### src/rtl/output_buffer_pkg.sv
// Shared address map, reset constants and byte-enable merge for the output buffer.
package output_buffer_pkg;

    localparam int unsigned ADDR_W = 16;

    localparam logic [ADDR_W-1:0] ADDR_LEDR         = 16'h7000;
    localparam logic [ADDR_W-1:0] ADDR_LEDG         = 16'h7010;
    localparam logic [ADDR_W-1:0] ADDR_HEX_LO       = 16'h7020;
    localparam logic [ADDR_W-1:0] ADDR_HEX_HI       = 16'h7024;
    localparam logic [ADDR_W-1:0] ADDR_LCD          = 16'h7030;
    localparam logic [ADDR_W-1:0] ADDR_BLINK_MASK   = 16'h7040;
    localparam logic [ADDR_W-1:0] ADDR_BLINK_PERIOD = 16'h7044;

    localparam logic [31:0] HEX_OFF = 32'hFFFF_FFFF;

    typedef enum logic [2:0] {
        REG_NONE,
        REG_LEDR,
        REG_LEDG,
        REG_HEX_LO,
        REG_HEX_HI,
        REG_LCD,
        REG_BLINK_MASK,
        REG_BLINK_PERIOD
    } reg_sel_e;

    function automatic logic [31:0] byte_merge(
        input logic [31:0] old_word,
        input logic [31:0] new_word,
        input logic [3:0]  bmask
    );
        logic [31:0] result;
        result = old_word;
        for (int unsigned n = 0; n < 4; n++) begin
            if (bmask[n]) result[8*n +: 8] = new_word[8*n +: 8];
        end
        return result;
    endfunction

endpackage

### src/rtl/output_buffer_blink_timer.sv
// Blink prescaler: 24-bit down-counter that reloads from the period and toggles phase on expiry.
module output_buffer_blink_timer #(
    parameter logic [23:0] DEFAULT_PERIOD = 24'd50_000
) (
    input  logic        i_clk,
    input  logic        i_reset,
    input  logic        i_load,
    input  logic [23:0] i_load_value,
    input  logic [23:0] i_period,
    output logic        o_phase
);

    logic [23:0] count;

    // A period write restarts the cycle from phase 0 even if the counter expires on the same edge.
    always_ff @(posedge i_clk) begin
        if (i_reset) begin
            count   <= DEFAULT_PERIOD;
            o_phase <= 1'b0;
        end else if (i_load) begin
            count   <= i_load_value;
            o_phase <= 1'b0;
        end else if (i_period == '0) begin
            count   <= '0;
            o_phase <= 1'b0;
        end else if (count == '0) begin
            count   <= i_period;
            o_phase <= ~o_phase;
        end else begin
            count   <= count - 24'd1;
        end
    end

endmodule

### src/rtl/output_buffer.sv
// Memory-mapped output registers (LEDs, seven-segment, LCD) with optional LEDR blink.
// Define OUTPUT_BUFFER_BLINK_EN to include the blink mask/period registers and timer.
module output_buffer
    import output_buffer_pkg::*;
#(
    parameter logic [23:0] DEFAULT_PERIOD = 24'd50_000
) (
    input  logic              i_clk,
    input  logic              i_reset,
    input  logic              i_st_en,
    input  logic [ADDR_W-1:0] i_addr,
    input  logic [31:0]       i_st_data,
    input  logic [3:0]        i_bmask,
    output logic [31:0]       o_ld_data,
    output logic [31:0]       o_io_ledr,
    output logic [31:0]       o_io_ledg,
    output logic [6:0]        o_io_hex0,
    output logic [6:0]        o_io_hex1,
    output logic [6:0]        o_io_hex2,
    output logic [6:0]        o_io_hex3,
    output logic [6:0]        o_io_hex4,
    output logic [6:0]        o_io_hex5,
    output logic [6:0]        o_io_hex6,
    output logic [6:0]        o_io_hex7,
    output logic [31:0]       o_io_lcd
);

    reg_sel_e    sel;
    logic        wr_en;
    logic [31:0] cur_word;
    logic [31:0] merged;
    logic [31:0] ledr;
    logic [31:0] ledg;
    logic [31:0] hex_lo;
    logic [31:0] hex_hi;
    logic [31:0] lcd;
`ifdef OUTPUT_BUFFER_BLINK_EN
    logic [31:0] blink_mask;
    logic [23:0] blink_period;
    logic        phase;
`endif

    assign wr_en = i_st_en && (i_bmask != '0);

    always_comb begin
        sel = REG_NONE;
        case (i_addr[ADDR_W-1:2])
            ADDR_LEDR[ADDR_W-1:2]:         sel = REG_LEDR;
            ADDR_LEDG[ADDR_W-1:2]:         sel = REG_LEDG;
            ADDR_HEX_LO[ADDR_W-1:2]:       sel = REG_HEX_LO;
            ADDR_HEX_HI[ADDR_W-1:2]:       sel = REG_HEX_HI;
            ADDR_LCD[ADDR_W-1:2]:          sel = REG_LCD;
`ifdef OUTPUT_BUFFER_BLINK_EN
            ADDR_BLINK_MASK[ADDR_W-1:2]:   sel = REG_BLINK_MASK;
            ADDR_BLINK_PERIOD[ADDR_W-1:2]: sel = REG_BLINK_PERIOD;
`endif
            default:                       sel = REG_NONE;
        endcase
    end

    // The readback mux also feeds the byte merge, so partial writes keep unselected bytes.
    always_comb begin
        cur_word = '0;
        case (sel)
            REG_LEDR:         cur_word = ledr;
            REG_LEDG:         cur_word = ledg;
            REG_HEX_LO:       cur_word = hex_lo;
            REG_HEX_HI:       cur_word = hex_hi;
            REG_LCD:          cur_word = lcd;
`ifdef OUTPUT_BUFFER_BLINK_EN
            REG_BLINK_MASK:   cur_word = blink_mask;
            REG_BLINK_PERIOD: cur_word = {8'h00, blink_period};
`endif
            default:          cur_word = '0;
        endcase
    end

    assign merged    = byte_merge(cur_word, i_st_data, i_bmask);
    assign o_ld_data = cur_word;

    always_ff @(posedge i_clk) begin
        if (i_reset) begin
            ledr         <= '0;
            ledg         <= '0;
            hex_lo       <= HEX_OFF;
            hex_hi       <= HEX_OFF;
            lcd          <= '0;
`ifdef OUTPUT_BUFFER_BLINK_EN
            blink_mask   <= '0;
            blink_period <= DEFAULT_PERIOD;
`endif
        end else if (wr_en) begin
            case (sel)
                REG_LEDR:         ledr         <= merged;
                REG_LEDG:         ledg         <= merged;
                REG_HEX_LO:       hex_lo       <= merged;
                REG_HEX_HI:       hex_hi       <= merged;
                REG_LCD:          lcd          <= merged;
`ifdef OUTPUT_BUFFER_BLINK_EN
                REG_BLINK_MASK:   blink_mask   <= merged;
                REG_BLINK_PERIOD: blink_period <= merged[23:0];
`endif
                default:          ;
            endcase
        end
    end

`ifdef OUTPUT_BUFFER_BLINK_EN
    output_buffer_blink_timer #(
        .DEFAULT_PERIOD(DEFAULT_PERIOD)
    ) blink_timer (
        .i_clk        (i_clk),
        .i_reset      (i_reset),
        .i_load       (wr_en && (sel == REG_BLINK_PERIOD)),
        .i_load_value (merged[23:0]),
        .i_period     (blink_period),
        .o_phase      (phase)
    );

    assign o_io_ledr = phase ? (ledr & ~blink_mask) : ledr;

    logic unused_bits;
    assign unused_bits = ^{i_addr[1:0], merged[31:24]};
`else
    assign o_io_ledr = ledr;

    logic unused_bits;
    assign unused_bits = ^{i_addr[1:0], DEFAULT_PERIOD};
`endif

    assign o_io_ledg = ledg;
    assign o_io_lcd  = lcd;
    assign o_io_hex0 = hex_lo[6:0];
    assign o_io_hex1 = hex_lo[14:8];
    assign o_io_hex2 = hex_lo[22:16];
    assign o_io_hex3 = hex_lo[30:24];
    assign o_io_hex4 = hex_hi[6:0];
    assign o_io_hex5 = hex_hi[14:8];
    assign o_io_hex6 = hex_hi[22:16];
    assign o_io_hex7 = hex_hi[30:24];

endmodule

### config.mk
export PLATFORM = sky130hd
export DESIGN_NAME = output_buffer
export DESIGN_NICKNAME = d
export VERILOG_FILES = /design/src/rtl/output_buffer_pkg.sv /design/src/rtl/output_buffer_blink_timer.sv /design/src/rtl/output_buffer.sv
export SDC_FILE = /design/constraint.sdc
export NUM_CORES = 1
export LEC_CHECK = 0
export BUFFER_PORTS_ARGS = -buffer_cell sky130_fd_sc_hd__buf_2
export CAP_MARGIN = 20
export CORE_UTILIZATION = 43
export CTS_BUF_LIST = sky130_fd_sc_hd__clkbuf_16
export DETAILED_ROUTE_END_ITERATION = 10
export GPL_TIMING_DRIVEN = 0
export PLACE_DENSITY = 0.68
export SKIP_CTS_REPAIR_TIMING = 1
export SLEW_MARGIN = 20
export SYNTH_ARGS = -nofsm -noshare
export SYNTH_HDL_FRONTEND = slang
export SYNTH_SLANG_ARGS = --single-unit
### constraint.sdc
create_clock -name i_clk -period 2.5 [get_ports i_clk]
set_input_delay 0.125 -clock i_clk [delete_from_list [all_inputs] [get_ports i_clk]]
set_output_delay 0.125 -clock i_clk [all_outputs]
set_load 0.02 [all_outputs]
Word level (Yosys, flattened, before mapping)
Index checks and enable logic that the tools add are counted.

storage, ports and cells
  register bits after elaboration = 160

operators by class
  eq/ne operators = 10
  multiplexer cells = 6
  reduce and logical (&&, ||, !) cells = 7

operators by type and width
  kind                    number
  $pmux W32 S5            1
  $eq A14 B13 Y1 const B  5
  $mux W8                 4
  $pmux W3 S5             1
  $reduce_and A2 Y1       5
  $eq A3 B2 Y1 const B    2
  $eq A3 B3 Y1 const B    2
  $reduce_bool A4 Y1      1
  $eq A3 B1 Y1 const B    1
  $logic_and A1 B1 Y1     1

Logic depth before layout (Yosys ltp)
Gate-level depths: netlist (run 1).

  depth in word-level cells = 5
  gate-level depth with buffers = 8
  depth with buffers taken out = 4

Least setup slack after synthesis (run 1)
Ideal clock, no wire load.

  kind = input to register
  from = in i_addr[8]
  to = reg hex_lo[7]
  setup time = 68 ps
  arrival time = 1920 ps
  setup slack = 512 ps
  stages = 6
  buffers on the path = 2
  path through = or4b_4 -> buf_6 -> or4_4 -> o31ai_4 -> buf_6 -> a2bb2oi_2

between the ends
  longest elaborated chain between the ends = 5
  elaborated cells between the ends (all ways) = 14

ends and longest elaborated chain
  item                                  line                     RTL
  start, declared                       output_buffer.sv:11      input logic [ADDR_W-1:0] i_addr,
  $eq A14 B13 Y1                        output_buffer.sv:47      case (i_addr[ADDR_W-1:2])
  $pmux W3 S5 (*)                       output_buffer.sv:47
  $eq A3 B3 Y1 (tied with other cells)  output_buffer.sv:64      case (sel)
  $pmux W32 S5                          output_buffer.sv:64
  $mux W8                               output_buffer_pkg.sv:35  if (bmask[n]) result[8*n +: 8] = new_word[8*n +: 8];
  end signal, assigned                  output_buffer.sv:96      REG_HEX_LO: hex_lo <= merged;
  end, declared                         output_buffer.sv:34      logic [31:0] hex_lo;

Mark *: on every way between the ends. The rest lies on a longest branch, timed or not.
A chain may end at the register's enable or synchronous reset.

Final worst setup path (run 1)
  from = in i_addr[3]
  to = out o_ld_data[8]

between the ends
  longest elaborated chain between the ends = 4
  elaborated cells between the ends (all ways) = 12

ends and longest elaborated chain
  item                                  line                 RTL
  $eq A14 B13 Y1                        output_buffer.sv:47
  $pmux W3 S5 (*)                       output_buffer.sv:47
  $eq A3 B3 Y1 (tied with other cells)  output_buffer.sv:64
  $pmux W32 S5 (*)                      output_buffer.sv:64
  end, declared                         output_buffer.sv:14  output logic [31:0] o_ld_data,

Marked as above.

==> results of run 1 <==
-- flip-flops by register name, summed over array words and instances, names as in the netlist --
register / flops
o_io_ledg: 32
o_io_ledr: 32
hex_lo: 32
o_io_lcd: 32
hex_hi: 32
-- power breakdown --
| part | internal [W] | switching (W) | leakage [nW] |
|---|---|---|---|
| combinational | 0.000184 | 0.000324 | 2.66 |
| sequential | 0.00255 | 0.000000137 | 1.29 |
| clock | 0.00166 | 0.00111 | 0.294 |
| total | 0.00440 | 0.00143 | 4.25 |
-- worst max-delay path: cells and delay by family --
| kind | cells | cell delay [ns] |
|---|---|---|
| simple gates | 3 | 1.16 |
| buf+inv | 5 | 0.98 |
-- area by class of cell --
type	instances	share of cell area, %
clock inverter	15	1.89
timing repair buffer	234	11.4
tap	229	2.80
buffer	151	8.42
antenna	1	0.0244
clock buffer	17	4.15
inverter	33	1.21
sequential	160	31.3
multi-input combinational	507	38.8
-- final timing paths --
| kind | start | endpoint | slack (ns) | cells past startpoint |
|---|---|---|---|---|
| worst max-delay path | i_addr[3] | o_ld_data[8] | 0.09 | 8 |
| worst min-delay path | i_st_en | hex_lo[0] | 0.16 | 4 |
| worst max register to register | hex_lo[9] | o_io_ledg[9] | 0.91 | 4 |
| worst min register to register | hex_lo[31] | hex_lo[31] | 0.50 | 1 |
-- routing by layer --
layer | part of all wire [%] | global-route usage [%] | vias up | routed length [um]
li1 | - | - | 3782 | -
met4 | 3.0 | 13.6 | 0 | 952
met3 | 11 | 7.71 | 75 | 3410
met1 | 41 | 42.5 | 3976 | 13000
met5 | 0 | 0 | - | 0
met2 | 45 | 49.8 | 581 | 14400
-- cells in the mapped netlist (all sizes together) --
cell type  count  share of area (%)
nor4           6               0.95
nand2b         1              0.077
and3b          2               0.22
nand3b         1              0.092
nor2          32                1.5
o21ai          1               0.11
buf           84                7.4
clkbuf        67                3.1
nor4b          1               0.11
o32ai         32                3.4
or3            1              0.077
or4            2               0.23
o41a           1               0.14
a221oi        32                3.4
a21oi         96                5.9
inv           33                1.5
dfxtp        160                 39
o22ai         32                2.5
mux2i         32                3.9
a211oi        96                8.9
o41ai          1               0.34
a221o         32                3.9
nor3           2               0.32
and2          36                2.8
a2bb2oi       64                9.2
or4b           1               0.17
or2            1              0.077
o31ai          1               0.26
nand2          1              0.046
-- through the flow --
step	util [%]	hold WS [ns]
2_1_floorplan	-	0.389
3_3_place_gp	52.5	0.478
3_5_place_dp	52.5	0.485
4_1_cts	55.9	0.131
5_1_grt	56.1	0.187
6_report	56.1	0.160
-- cells by family (layout without fill, tap and decap cells) --
| kind of cell | Yosys count | after routing | synth area share, % |
|---|---|---|---|
| flops | 160 | 160 | 39.4 |
| simple gates | 87 | 87 | 6.61 |
| compound gates | 388 | 388 | 38.1 |
| mux | 32 | 32 | 3.94 |
| other cells | 0 | 1 | 0 |
| buf+inv | 184 | 450 | 12.0 |
==> impl_metrics.toml, run 1 <==
[outcome]
outcome = "finished clean"

[drt]
drc = 0
num_vias = 8414
dr.pass1.iters = 8
wl_um = 31800
vias_per_cell = 6.25
drt_iter0_drc = 842
wl_per_cell_um = 23.6
antenna_left = 0

[final_layout]
layout_commonest_cell = "buf_2"
multi_input_area_um2 = 3980
num-fill-cells = 1694
final_nets = 1159
layout.cells.non_filler = 1347
seq_area_um2 = 3200
area_delta_synth_final_pct = 26.0
final_cell_mix = "buf_2 (250), dfxtp_1 (160), a21oi_1 (96), a211oi_1 (96), buf_4 (60)"
drive_gt1_share_pct = 35.9
design_area_um2 = 10200

[pwr]
ir_drop_mv = 0.536
p_leak_nw = 4.25
power_w = 0.00583
powerDensity_nw_per_um2 = 569

[place]
postPlaceCellArea_um2 = 9590
preCtsSetupSlack_ns = -0.420
port_buffers = 234
dpl.hpwl_um = 21600
routabilityCongestion = 0.889
dp.cells = 1314

[timing]
final-setup-viol-count = 0
slew_viol_final = 0
tightest_slew_ns = 1.13
max_freq_ghz = 0.415
max_slew_margin_pct = 23.9
period_share_pct = 96.3
final_hold_viol_count = 0
rsz0062_at_grt = "false"
skew_ns = 0.00772
min_period_ns = 2.41
layout_setup_ws_ns = 0.0924
tns_ns = 0

[synth]
syn_nets = 906
ys.warnings.count = 0
ys_types = 37
syn_area_um2 = 8130
yosysSeqAreaShare_pct = 39.4
synthCells = 851
synth_seq_cells = 160
avgSynthCellArea_um2 = 9.56

[clock_tree]
cts_tree = "built"
root_buffer = "clkbuf_16"
cts-buffers-inserted = 17
clk_pin_slew_ns = 0.06
clock_latency_ns = 0.44
clkSinkCount = 160
h-tree-depth = 4
clk_path_buf_depth = 2

[job]
maxCapViolCount = 0

[global_routing]
grt_antenna_before_repair = 0
overflow = 0
grt_pass1_vias = 7670
grt_max_degree = 17
grt_pass1_wl_um = 46800
grt_util_all_layers_pct = 32.1

[critical_path]
crit_type = "primary input to output pin"
start_kind = "primary input"
path_common_cell = "buf_2"
crit_chain = "buf_2, or4_1, buf_6, or3_1, buf_2, clkbuf_1, nor2_1, buf_2"
critPathMaxFanout = 10
cp_slowest_cell = "or4_1"
crit_arrival_ns = 2.28
slowest_delay_ns = 0.56
required_ns = 2.38
crit_path_end_kind = "output pin"

[floorplanning]
dieArea_um2 = 19500
start_util_pct = 44.5
die_h_um = 140
coreArea_um2 = 18300
rows = 49
io_pins = 239
die_x_um = 140

[min_path]
hold_path.class = "primary input to register"
No activity file was read; power rests on OpenSTA's default activity.
==> run 2: changes to the inputs <==
--- a/config.mk
+++ b/config.mk
@@ -7,13 +7,14 @@
 export LEC_CHECK = 0
 export BUFFER_PORTS_ARGS = -buffer_cell sky130_fd_sc_hd__buf_2
 export CAP_MARGIN = 20
-export CORE_UTILIZATION = 43
+export CORE_MARGIN = 2
+export CORE_UTILIZATION = 28
 export CTS_BUF_LIST = sky130_fd_sc_hd__clkbuf_16
 export DETAILED_ROUTE_END_ITERATION = 10
 export GPL_TIMING_DRIVEN = 0
-export PLACE_DENSITY = 0.68
 export SKIP_CTS_REPAIR_TIMING = 1
 export SLEW_MARGIN = 20
 export SYNTH_ARGS = -nofsm -noshare
 export SYNTH_HDL_FRONTEND = slang
+export SYNTH_HIERARCHICAL = 1
 export SYNTH_SLANG_ARGS = --single-unit
==> run 2 against run 1 <==
Flip-flop and latch count unchanged. Via count rose by 0.96%. Total power decreased by 1.1%. Clock-buffer cell count unchanged. Global-route usage shrank 9.1 points. Area after synthesis is the same. First-iteration DRC count shrank 1.9%. Sequential share of layout area down 0.55 points. Critical endpoint is now o_io_ledg[15].
==> impl_metrics.toml, run 2 <==
[timing]
max_slew_margin_pct = 15.5
skew_ns = 0.0105
period_share_pct = 98.7
tightest_slew_ns = 1.26
max_freq_ghz = 0.405
final-setup-viol-count = 0
slew_viol_final = 0
final_hold_viol_count = 0
min_period_ns = 2.47
holdWs_ns = 0.183
rsz0062_at_grt = "false"
layout_setup_ws_ns = 0.0334

[final_layout]
final_cell_mix = "buf_2 (250), dfxtp_1 (160), a21oi_1 (96), a211oi_1 (96), buf_4 (60)"
drive_gt1_share_pct = 36.5
area_delta_synth_final_pct = 28.3
final_nets = 1158
design_area_um2 = 10400
layout_commonest_cell = "buf_2"

[place]
preCtsSetupSlack_ns = -0.540
port_buffers = 234
postPlaceCellArea_um2 = 9790
dpl.hpwl_um = 25400
routabilityCongestion = 0.855

[drt]
vias_per_cell = 5.66
antenna_left = 0
wl_per_cell_um = 24.1
drt_iter0_drc = 826
drc = 0
wl_um = 36200
num_vias = 8495
dr.pass1.iters = 5

[synth]
post-synth-top-count-cell = "dfxtp_1"
yosys_most_used_dff = "dfxtp_1"
yosysSeqAreaShare_pct = 39.4
synth_top_cell_by_area = "dfxtp_1"
syn_area_um2 = 8130
yosys-top-cells-area = "dfxtp_1 (39%), a211oi_1 (8.9%), a21oi_1 (5.9%)"
ys.warnings.count = 6
synthCells = 851
synth_seq_cells = 160
syn_nets = 906
ys_types = 37
avgSynthCellArea_um2 = 9.56
synthArstFlopShare_pct = 0
synth_edf_count = 0
synth_top_area_share_pct = 39.4
synth_commonest_cells = "dfxtp_1 (160), a211oi_1 (96), a21oi_1 (96), clkbuf_1 (67), buf_4 (60)"

[clock_tree]
clk_pin_slew_ns = 0.07
clkSinkCount = 160
h-tree-depth = 4
cts_tree = "built"
cts-buffers-inserted = 17
clock_latency_ns = 0.43
clk_path_buf_depth = 2
root_buffer = "clkbuf_16"

[critical_path]
required_ns = 2.84
slowest_delay_ns = 1.01
crit_type = "primary input to register"
critPathMaxFanout = 8
cp_slowest_cell = "nor4_2"
rrSetupSlack_ns = 0.80
start_kind = "primary input"
critPathTopFamily = "simple AND/OR/NAND/NOR gates"
regToRegStartpoint = "hex_lo[1]"
r2r_cells = 4
crit_path_end_kind = "register"
r2r_end = "o_io_ledr[1]"
crit_arrival_ns = 2.81
critPathBufInv = 2
crit_chain = "buf_2, or4_1, buf_6, nor4_2, o22ai_1, a211oi_1"

[global_routing]
grt_pass1_vias = 8102
grt_pass1_wl_um = 52200
overflow = 0
grt_max_degree = 17
grt_util_all_layers_pct = 22.9
grt_antenna_before_repair = 1

[floorplanning]
start_util_pct = 28.4
die_h_um = 174
rows = 62
io_pins = 239
die_x_um = 174
coreArea_um2 = 28600
dieArea_um2 = 30400

[pwr]
power_w = 0.00577
p_leak_nw = 4.26
ir_drop_mv = 0.491
powerDensity_nw_per_um2 = 553

[min_path]
hold_path.class = "primary input to register"
hold_end = "hex_lo[31]"
worst_hold_path.num_cells = 4
hp-start = "i_st_en"

[job]
maxCapViolCount = 0

[outcome]
outcome = "finished clean"
## run 2: cell counts after synthesis
Identical to the previous run, type by type.
## run 2: worst min-delay path, cell delays in order
cell	delay, ns
buf_2	0.13
o41ai_4	0.11
nor4_4	0.08
a2bb2oi_1	0.12
## run 2: routing by layer
| layer | wire, um | track usage [%] | up-vias |
|---|---|---|---|
| li1 | - | - | 3776 |
| met1 | 15200 | 30.1 | 4165 |
| met2 | 16100 | 35.1 | 483 |
| met3 | 3620 | 6.21 | 71 |
| met4 | 1320 | 10.2 | 0 |
| met5 | 0 | 0 | - |
## run 2: cell families after synthesis
logic type,share of synthesized area (%)
compound gates,38.1
buf+inv,12.0
flops,39.4
simple gates,6.61
mux,3.94
## run 2: layout make-up
class | instances | area (um^2)
fillers | 3010 | 18200
multi-input cells | 507 | 3990
flip-flops and latches | 160 | 3200
repair buffers | 234 | 1170
plain buffers | 150 | 863
well taps | 384 | 480
clock buffers | 17 | 425
clock inverters | 15 | 171
inverters | 33 | 124
diodes | 1 | 2.50
## run 2: how the worst max path moves through the flow
stage / slack, ns / from / cells after the start / to
floorplan: 0.51 / i_addr[8] / 6 / hex_lo[7]
global placement: -0.56 / i_bmask[1] / 8 / o_io_ledg[4]
detailed placement: -0.54 / i_bmask[1] / 8 / o_io_ledg[3]
CTS: -0.52 / i_addr[4] / 8 / o_ld_data[31]
global route: 0.009 / i_bmask[1] / 7 / o_io_ledg[16]
finish: 0.03 / i_addr[3] / 6 / o_io_ledg[15]
## run 2: power breakdown
| part | total, W | internal, W | switching, W |
|---|---|---|---|
| registers | 0.00255 | 0.00255 | 0.000000135 |
| logic | 0.000520 | 0.000184 | 0.000336 |
| clock network | 0.00270 | 0.00151 | 0.00119 |
## run 2: per-stage QoR
step                util, %  instances  TNS [ns]
floorplan                 -        851         0
global placement       34.2       1469    -49.29
detailed placement     34.2       1469    -51.19
CTS                    36.3       1501    -13.32
global route           36.4       1501         0
finish                 36.4       1501         0
